### src/rtl/fetch_ctrl.sv
// Fetch sequencing: boot hold, halt, load-use stall, IM wait states and ID/EX redirects with a pending-redirect hold.
// Performance counters are built only when FETCH_PERF_EN is defined.
module fetch_ctrl #(
  parameter int BOOT_CYCLES = 2
) (
  input  logic        clk,
  input  logic        rst,
  input  logic        im_ready,
  input  logic        ld_use_hazard,
  input  logic        id_jump,
  input  logic [29:0] id_target,
  input  logic        ex_redirect,
  input  logic [29:0] ex_target,
  input  logic        halt_req,
  input  logic        resume,
  output logic        PCWrite,
  output logic        IF_FLUSH,
  output logic        id_flush,
  output logic        jpcAvail,
  output logic [29:0] JPC,
  output logic [31:0] stall_cnt,
  output logic [31:0] redir_cnt
);

  typedef enum logic [1:0] {BOOT, RUN, HALT} state_t;

  localparam logic [3:0] BOOT_LAST = 4'(BOOT_CYCLES - 1);

  state_t      state;
  logic [3:0]  boot_cnt;
  logic        pend_v;
  logic [29:0] pend_pc;
  logic        id_take;
  logic        redir_any;
  logic [29:0] redir_pc;

  always_comb begin
    id_take   = id_jump & ~ld_use_hazard;
    redir_any = ex_redirect | pend_v | id_take;
    redir_pc  = ex_redirect ? ex_target : (pend_v ? pend_pc : id_target);
    PCWrite   = 1'b0;
    IF_FLUSH  = 1'b1;
    jpcAvail  = 1'b0;
    JPC       = '0;
    if (state == RUN) begin
      // A redirect overrides a load-use stall: the stalled instruction is being discarded anyway.
      PCWrite  = im_ready & (~ld_use_hazard | ex_redirect | pend_v);
      jpcAvail = PCWrite & redir_any;
      JPC      = redir_any ? redir_pc : '0;
      IF_FLUSH = redir_any;
    end
  end

  assign id_flush = ex_redirect;

  always_ff @(posedge clk or negedge rst) begin
    if (!rst) begin
      state    <= BOOT;
      boot_cnt <= '0;
      pend_v   <= 1'b0;
      pend_pc  <= '0;
    end else begin
      case (state)
        BOOT: begin
          boot_cnt <= boot_cnt + 4'd1;
          if (boot_cnt == BOOT_LAST) state <= RUN;
        end
        RUN: begin
          if (PCWrite) begin
            pend_v <= 1'b0;
          end else if (ex_redirect) begin
            pend_v  <= 1'b1;
            pend_pc <= ex_target;
          end else if (id_take && !pend_v) begin
            pend_v  <= 1'b1;
            pend_pc <= id_target;
          end
          if (halt_req) state <= HALT;
        end
        HALT: begin
          if (ex_redirect) begin
            pend_v  <= 1'b1;
            pend_pc <= ex_target;
          end
          if (resume) state <= RUN;
        end
        default: state <= BOOT;
      endcase
    end
  end

`ifdef FETCH_PERF_EN
  always_ff @(posedge clk or negedge rst) begin
    if (!rst) begin
      stall_cnt <= '0;
      redir_cnt <= '0;
    end else begin
      if (state == RUN && !PCWrite) stall_cnt <= stall_cnt + 32'd1;
      if (jpcAvail) redir_cnt <= redir_cnt + 32'd1;
    end
  end
`else
  assign stall_cnt = '0;
  assign redir_cnt = '0;
`endif

endmodule
### config.mk
export PLATFORM = sky130hd
export DESIGN_NAME = fetch_ctrl
export DESIGN_NICKNAME = d
export VERILOG_FILES = /design/src/rtl/fetch_ctrl.sv
export SDC_FILE = /design/constraint.sdc
export NUM_CORES = 1
export LEC_CHECK = 0
export CAP_MARGIN = 20
export CELL_PAD_IN_SITES_DETAIL_PLACEMENT = 1
export CELL_PAD_IN_SITES_GLOBAL_PLACEMENT = 1
export CORE_MARGIN = 10
export CORE_UTILIZATION = 27
export CTS_CLUSTER_DIAMETER = 80
export DETAILED_ROUTE_END_ITERATION = 7
export PLACE_DENSITY_LB_ADDON = 0.1
export SLEW_MARGIN = 30
export SYNTH_ARGS = -nofsm -noshare
export SYNTH_HDL_FRONTEND = slang
export SYNTH_SLANG_ARGS = --single-unit
### constraint.sdc
create_clock -name clk -period 1.68 [get_ports clk]
set_clock_uncertainty 0.2 [all_clocks]
set_input_delay 0.252 -clock clk [delete_from_list [all_inputs] [get_ports clk]]
set_output_delay 0.252 -clock clk [all_outputs]
set_load 0.005 [all_outputs]
Word level (Yosys, flattened, before mapping)
Cells that the tools add are included.
{"block": "word_totals", "register_bits": 37, "ram_bits": 0, "input_bits": 68, "rom_bits": 0, "latch_bits": 0, "memories": 0}
{"block": "op_classes", "reduce_logical": 7, "addsub": 1, "multipliers": 0, "shift": 0, "bitwise_logic": 8, "div_mod_pow": 0, "n_lt_le_gt_ge": 0, "mux": 21, "n_eq_ne": 10}
{"op": "two-way mux 30 bit", "n": 8}
{"op": "case mux 30 bit (2 select lines)", "n": 1}
{"op": "!= test 2 bit (second input constant)", "n": 5}
{"op": "two-way mux 1 bit", "n": 7}
{"op": "two-way mux 2 bit", "n": 3}
{"op": "case mux 2 bit (3 select lines)", "n": 1}
{"op": "AND reduction 3 bit", "n": 2}
{"op": "adder 4 x 1 -> 4 bit (second input constant)", "n": 1}
{"op": "== test 4 x 1 -> 1 bit (second input constant)", "n": 1}
{"op": "!= test 4 x 3 -> 1 bit (second input constant)", "n": 1}
{"op": "OR 1 bit", "n": 4}
{"op": "AND reduction 4 bit", "n": 1}
{"op": "AND 1 bit", "n": 3}
{"op": "!= test 3 x 2 -> 1 bit (second input constant)", "n": 1}
{"op": "== test 2 x 1 -> 1 bit (second input constant)", "n": 1}
{"op": "== test 2 bit (second input constant)", "n": 1}
{"op": "zero test 2 bit", "n": 1}
{"op": "case mux 1 bit (2 select lines)", "n": 1}
{"op": "nonzero test 2 bit", "n": 1}
{"op": "logical AND 1 bit", "n": 1}
{"op": "zero test 1 bit", "n": 1}
{"op": "NOT 1 bit", "n": 1}

Logic depth before layout (Yosys ltp)
{"block": "depth", "ltp_word": 7, "ltp_mapped": 6, "mapped_depth_nobuf": 5}

Worst setup path before layout
Ideal clock, no wire load.
{"block": "synth_timing", "path_kind": "flip-flop to flip-flop", "start": "register state[1]", "end": "register pend_pc[0]", "t_arrival_ns": 1.510, "t_required_ns": 1.355, "path_slack_ns": -0.155, "setup_time_ns": 0.125, "path_stages_with_launch": 6, "period_less_slack_ns": 1.835, "path_cell_list": "dfrtp_1 nand2b_4 a211o_4 o21ai_4 buf_12 mux2_4"}
{"block": "synth_between", "elab_chain_cells": 4}
{"item": "from (decl)", "line": "29", "rtl": "state_t state;"}
{"item": "from (signal assigned)", "line": "58", "rtl": "state <= BOOT;"}
{"item": "from (signal assigned)", "line": "66", "rtl": "if (boot_cnt == BOOT_LAST) state <= RUN;"}
{"item": "from (signal assigned)", "line": "78", "rtl": "if (halt_req) state <= HALT;"}
{"item": "== test 2 x 1 -> 1 bit", "line": "45, 63"}
{"item": "two-way mux 1 bit", "line": "45", "rtl": "if (state == RUN) begin"}
{"item": "!= test 2 bit (no source line)"}
{"item": "AND reduction 4 bit (no source line)"}
{"item": "to (signal assigned)", "line": "73", "rtl": "pend_pc <= ex_target;"}
{"item": "to (signal assigned)", "line": "76", "rtl": "pend_pc <= id_target;"}
{"item": "to (signal assigned)", "line": "83", "rtl": "pend_pc <= ex_target;"}
{"item": "to (decl)", "line": "32", "rtl": "logic [29:0] pend_pc;"}
Several ways; a longest one is shown, not always the timed one.
A chain may end at the register's enable or synchronous reset.

Final worst setup path
{"block": "layout_timing", "start": "register pend_v", "end": "output JPC[29]"}
{"block": "layout_between", "elab_chain_cells": 4}
{"item": "from (decl)", "line": "31", "rtl": "logic pend_v;"}
{"item": "from (signal assigned)", "line": "60", "rtl": "pend_v <= 1'b0;"}
{"item": "from (signal assigned)", "line": "70", "rtl": "pend_v <= 1'b0;"}
{"item": "from (signal assigned)", "line": "72", "rtl": "pend_v <= 1'b1;"}
{"item": "two-way mux 30 bit or OR 1 bit (tied branches) (2 in a row)", "line": "40, 39"}
{"item": "two-way mux 30 bit (*)", "line": "49", "rtl": "JPC = redir_any ? redir_pc : '0;"}
{"item": "two-way mux 30 bit (*)", "line": "45"}
{"item": "to (decl)", "line": "20", "rtl": "output logic [29:0] JPC,"}
Every way passes the cells marked *; elsewhere a longest branch is shown, timed or not.

==> results.md <==
Final layout:
- Cells with a size suffix above 1 make up 41.0% of the layout.
- For this run, the share of the core covered by cells in the final layout is 43.9%.
- The synthesis-to-finish area growth is 59.5%.
- The non-filler instance count after layout is 649.
- The final instance area is 5270 um2.
- The layout net count is 571.
- The antenna diode count is 0.

Placed design:
- The HPWL after detailed placement is 7990 um.
- Port buffering added 101 buffers.
- Routability-driven placement finished with a final weighted congestion of 0.708.
- The number of placed instances, taps included, is 596.
- Summing all placed instances gives a cell area of 4400 um2.

Synthesis:
- In this run, synthesis inferred 0 flip-flops with an integrated enable.
- In the post-synthesis netlist, the biggest area contributors are sky130_fd_sc_hd__dfrtp_1 28%, sky130_fd_sc_hd__buf_4 15%, sky130_fd_sc_hd__mux2_4 14%.
- The largest area contributor in the netlist is sky130_fd_sc_hd__dfrtp_1.
- In the synthesized netlist, the cells that appear most often are 65 x sky130_fd_sc_hd__buf_4, 64 x sky130_fd_sc_hd__nor2_1, 37 x sky130_fd_sc_hd__dfrtp_1.
- The async set-reset flop share out of synthesis is 100%.
- The number of synthesis warnings is 0.
- In this run, synthesis produced a sequential element count of 37.
- The sequential area share after synthesis is 28.0%.
- The proportion of netlist area held by the largest area contributor is 28.0%.
- The mapped netlist covers 3310 um2.
- Synthesis produced 340 cells.
- The cell with the most instances after synthesis is sky130_fd_sc_hd__buf_4.
- The synthesized area per cell is 9.72 um2.
- In the synthesized netlist the dominant register cell turns out to be sky130_fd_sc_hd__dfrtp_1.
- The number of different library cells used by synthesis comes to 35.

Route:
- In this run, the number of DRC markers left after iteration 0 of detailed routing was 58.
- The total via count after detailed routing is 2,790.
- The total length of routed wires is 11,900 um.
- For this run, the detailed router's first-pass iteration total came to 3.
- The detail route stage leaves a number of antenna-violating nets equal to 0.
- The detail-routed net length per standard cell is 18.3 um.
- In the routed design, unresolved DRC markers number 0.
- The mean number of vias per cell is 4.30.

Setup path:
- The critical path capture point type is an output port.
- The path type of the worst setup path is flip-flop to output port.
- The maximum fanout along the worst path is 6.
- The required time at the endpoint of the critical path is 1230 ps.
- The signal arrival time at the worst endpoint is 1700 ps.
- The worst setup path is launched from a flip-flop.

Timing:
- Adding up every negative setup slack in the final design gives -24,750 ps.
- The final critical path takes up 128% of the cycle.
- The worst setup slack after layout is -472 ps.
- The worst slack on hold paths is 206 ps.
- The final count of hold timing violations is 0.
- The count of final max-slew check failures is 0.
- The maximum clock rate is 465 MHz.
- Setup repair after global routing could not meet its margin everywhere.
- After layout, the minimum clock period comes to 2150 ps.
- Setup violations remaining at the end of the flow were counted as 64.

Worst hold path:
- The min-delay analysis places its worst path in the category input pin to asynchronous set/reset pin.

CTS:
- Clock tree synthesis inserted a total of 5 buffers.
- The number of buffers between clock root and the deepest sink is 2.
- For the worst-skew pair, the clock arrives at the later sink with an insertion delay of 280 ps.
- In this run the number of H-tree levels came out at 2.
- Clock-pin slew was measured on the worst setup and hold paths at 60 ps.
- The root buffer cell is sky130_fd_sc_hd__clkbuf_16.
- The number of sinks handled by clock tree synthesis is 37.
- TritonCTS built the clock tree.

GRT:
- The initial antenna violation count is 0.
- The global-route wire length before repair is 17,600 um.
- The via count of the first global-routing pass was 3,089.
- Entering global routing, the biggest net connects 27 pins.
- For this run, the total global-route usage over all layers was measured as 13.2%.
- The global route total overflow is 0.

Outcome:
- The run finished, with violations left.
- The final reports fail on negative setup slack.

Floorplan:
- The area of the core is 12,000 um2.
- The number of placed I/O pins is 166.
- The total number of placement rows is 40.
- The floorplan step set the die height to 131 um.
- The die is 131 um wide.
- The die outline area is 17,100 um2.
- The initial cell density of the core is 27.5%.

Power:
- Summed over all nets, the switching power comes to 2.64 mW.
- The analysis attributes to cell leakage a power of 2.69 nW.
- The total internal power is 5.19 mW.
- The peak supply drop is 0.473 mV.
- The proportion of power drawn by flip-flops and latches is 21.1%.
- Of the total power, the share spent switching nets is 33.7%.
- The cell area power density is 1490 nW/um2.
- Combinational logic burns 66.8% of the power.
- The clock network burns 12.1% of the power.

Flow run:
- The count of max-cap constraint violations is 0.
[cell type report]
| class | instances | area, um2 |
|---|---|---|
| Clock buffer | 8 | 146 |
| Fill cell | 1379 | 6740 |
| Inverter | 3 | 11.3 |
| Multi-Input combinational cell | 278 | 2180 |
| Sequential cell | 37 | 927 |
| Tap cell | 147 | 184 |
| Timing Repair Buffer | 176 | 1820 |
[repair_timing]
action | 4_1_cts | 5_1_grt
endpoints found under the setup margin | 64 | 66
endpoints found under the hold margin | 12 | 0
gates resized for setup | 131 | 95
pin swaps | 9 | 16
hold buffers | 1 | 0
buffers inserted | 27 | 15
gates cloned | 7 | 1
[power by group through the flow]
stage,registers (mW),clock network (mW),logic (mW)
global route,1.72,1.03,5.61
detailed placement,1.68,0,3.73
finish,1.66,0.947,5.23
floorplan,1.59,0,2.64
global placement,1.67,0,3.68
CTS,1.65,0.981,4.90
[critical path, cell delays in order, from the launching register on]
cell	delay, ps
sky130_fd_sc_hd__dfrtp_2	440
sky130_fd_sc_hd__buf_6	140
sky130_fd_sc_hd__nor2_4	130
sky130_fd_sc_hd__nand2_2	80
sky130_fd_sc_hd__nand2_4	90
sky130_fd_sc_hd__buf_12	120
sky130_fd_sc_hd__clkbuf_16	150
sky130_fd_sc_hd__buf_6	100
sky130_fd_sc_hd__nor2_2	30
sky130_fd_sc_hd__buf_2	120
[kinds of logic (layout without fill, tap and decap cells)]
group           count (synthesis)  in the layout  share of synthesized area [%]
xor+xnor                        3              3                          0.795
simple gates                   81             81                           10.9
fa+ha+maj                       2              2                          0.757
buf+inv                        88            187                           19.7
mux                            90             90                           32.9
other cells                     1             64                          0.113
flops                          37             37                           28.0
compound gates                 38             38                           6.81
[placed cells by master (no fill, tap or decap), drive strengths merged, types with 6 or more instances in the layout]
cell	synthesis	layout
dfrtp	37	37
clkdlybuf4s50	0	65
buf	79	97
mux2	60	60
a21oi	32	32
nand2	6	6
clkbuf	6	19
conb	1	64
nor2	65	65
mux2i	30	30
[through the flow]
stage	setup WS, ps	power (mW)
6_report	-472	7.84
5_1_grt	-543	8.37
3_3_place_gp	-602	5.35
4_1_cts	-531	7.53
3_5_place_dp	-624	5.41
2_1_floorplan	-115	4.23
[worst paths after layout]
check | startpoint | to | slack (ps) | cells after the start
max | pend_v | JPC[29] | -470 | 9
min | rst | pend_pc[23] | 210 | 2
max reg2reg | state[1] | pend_pc[23] | -400 | 8
min reg2reg | boot_cnt[3] | boot_cnt[3] | 280 | 1
max in group asynchronous | rst | pend_pc[15] | 490 | 3
min in group clk | boot_cnt[3] | boot_cnt[3] | 280 | 1
[metal layers]
metal  global-route usage, %  part of all wire [%]
met1                    16.8                    44
met2                    22.1                    49
met3                    3.79                   6.5
met4                    1.96                  0.47
met5                       0                     0
[registers in the layout, summed over array words and instances, names as in the netlist]
signal    flops
pend_pc      30
pend_v        1
state         2
boot_cnt      4
(Power assumes the default switching activity.)
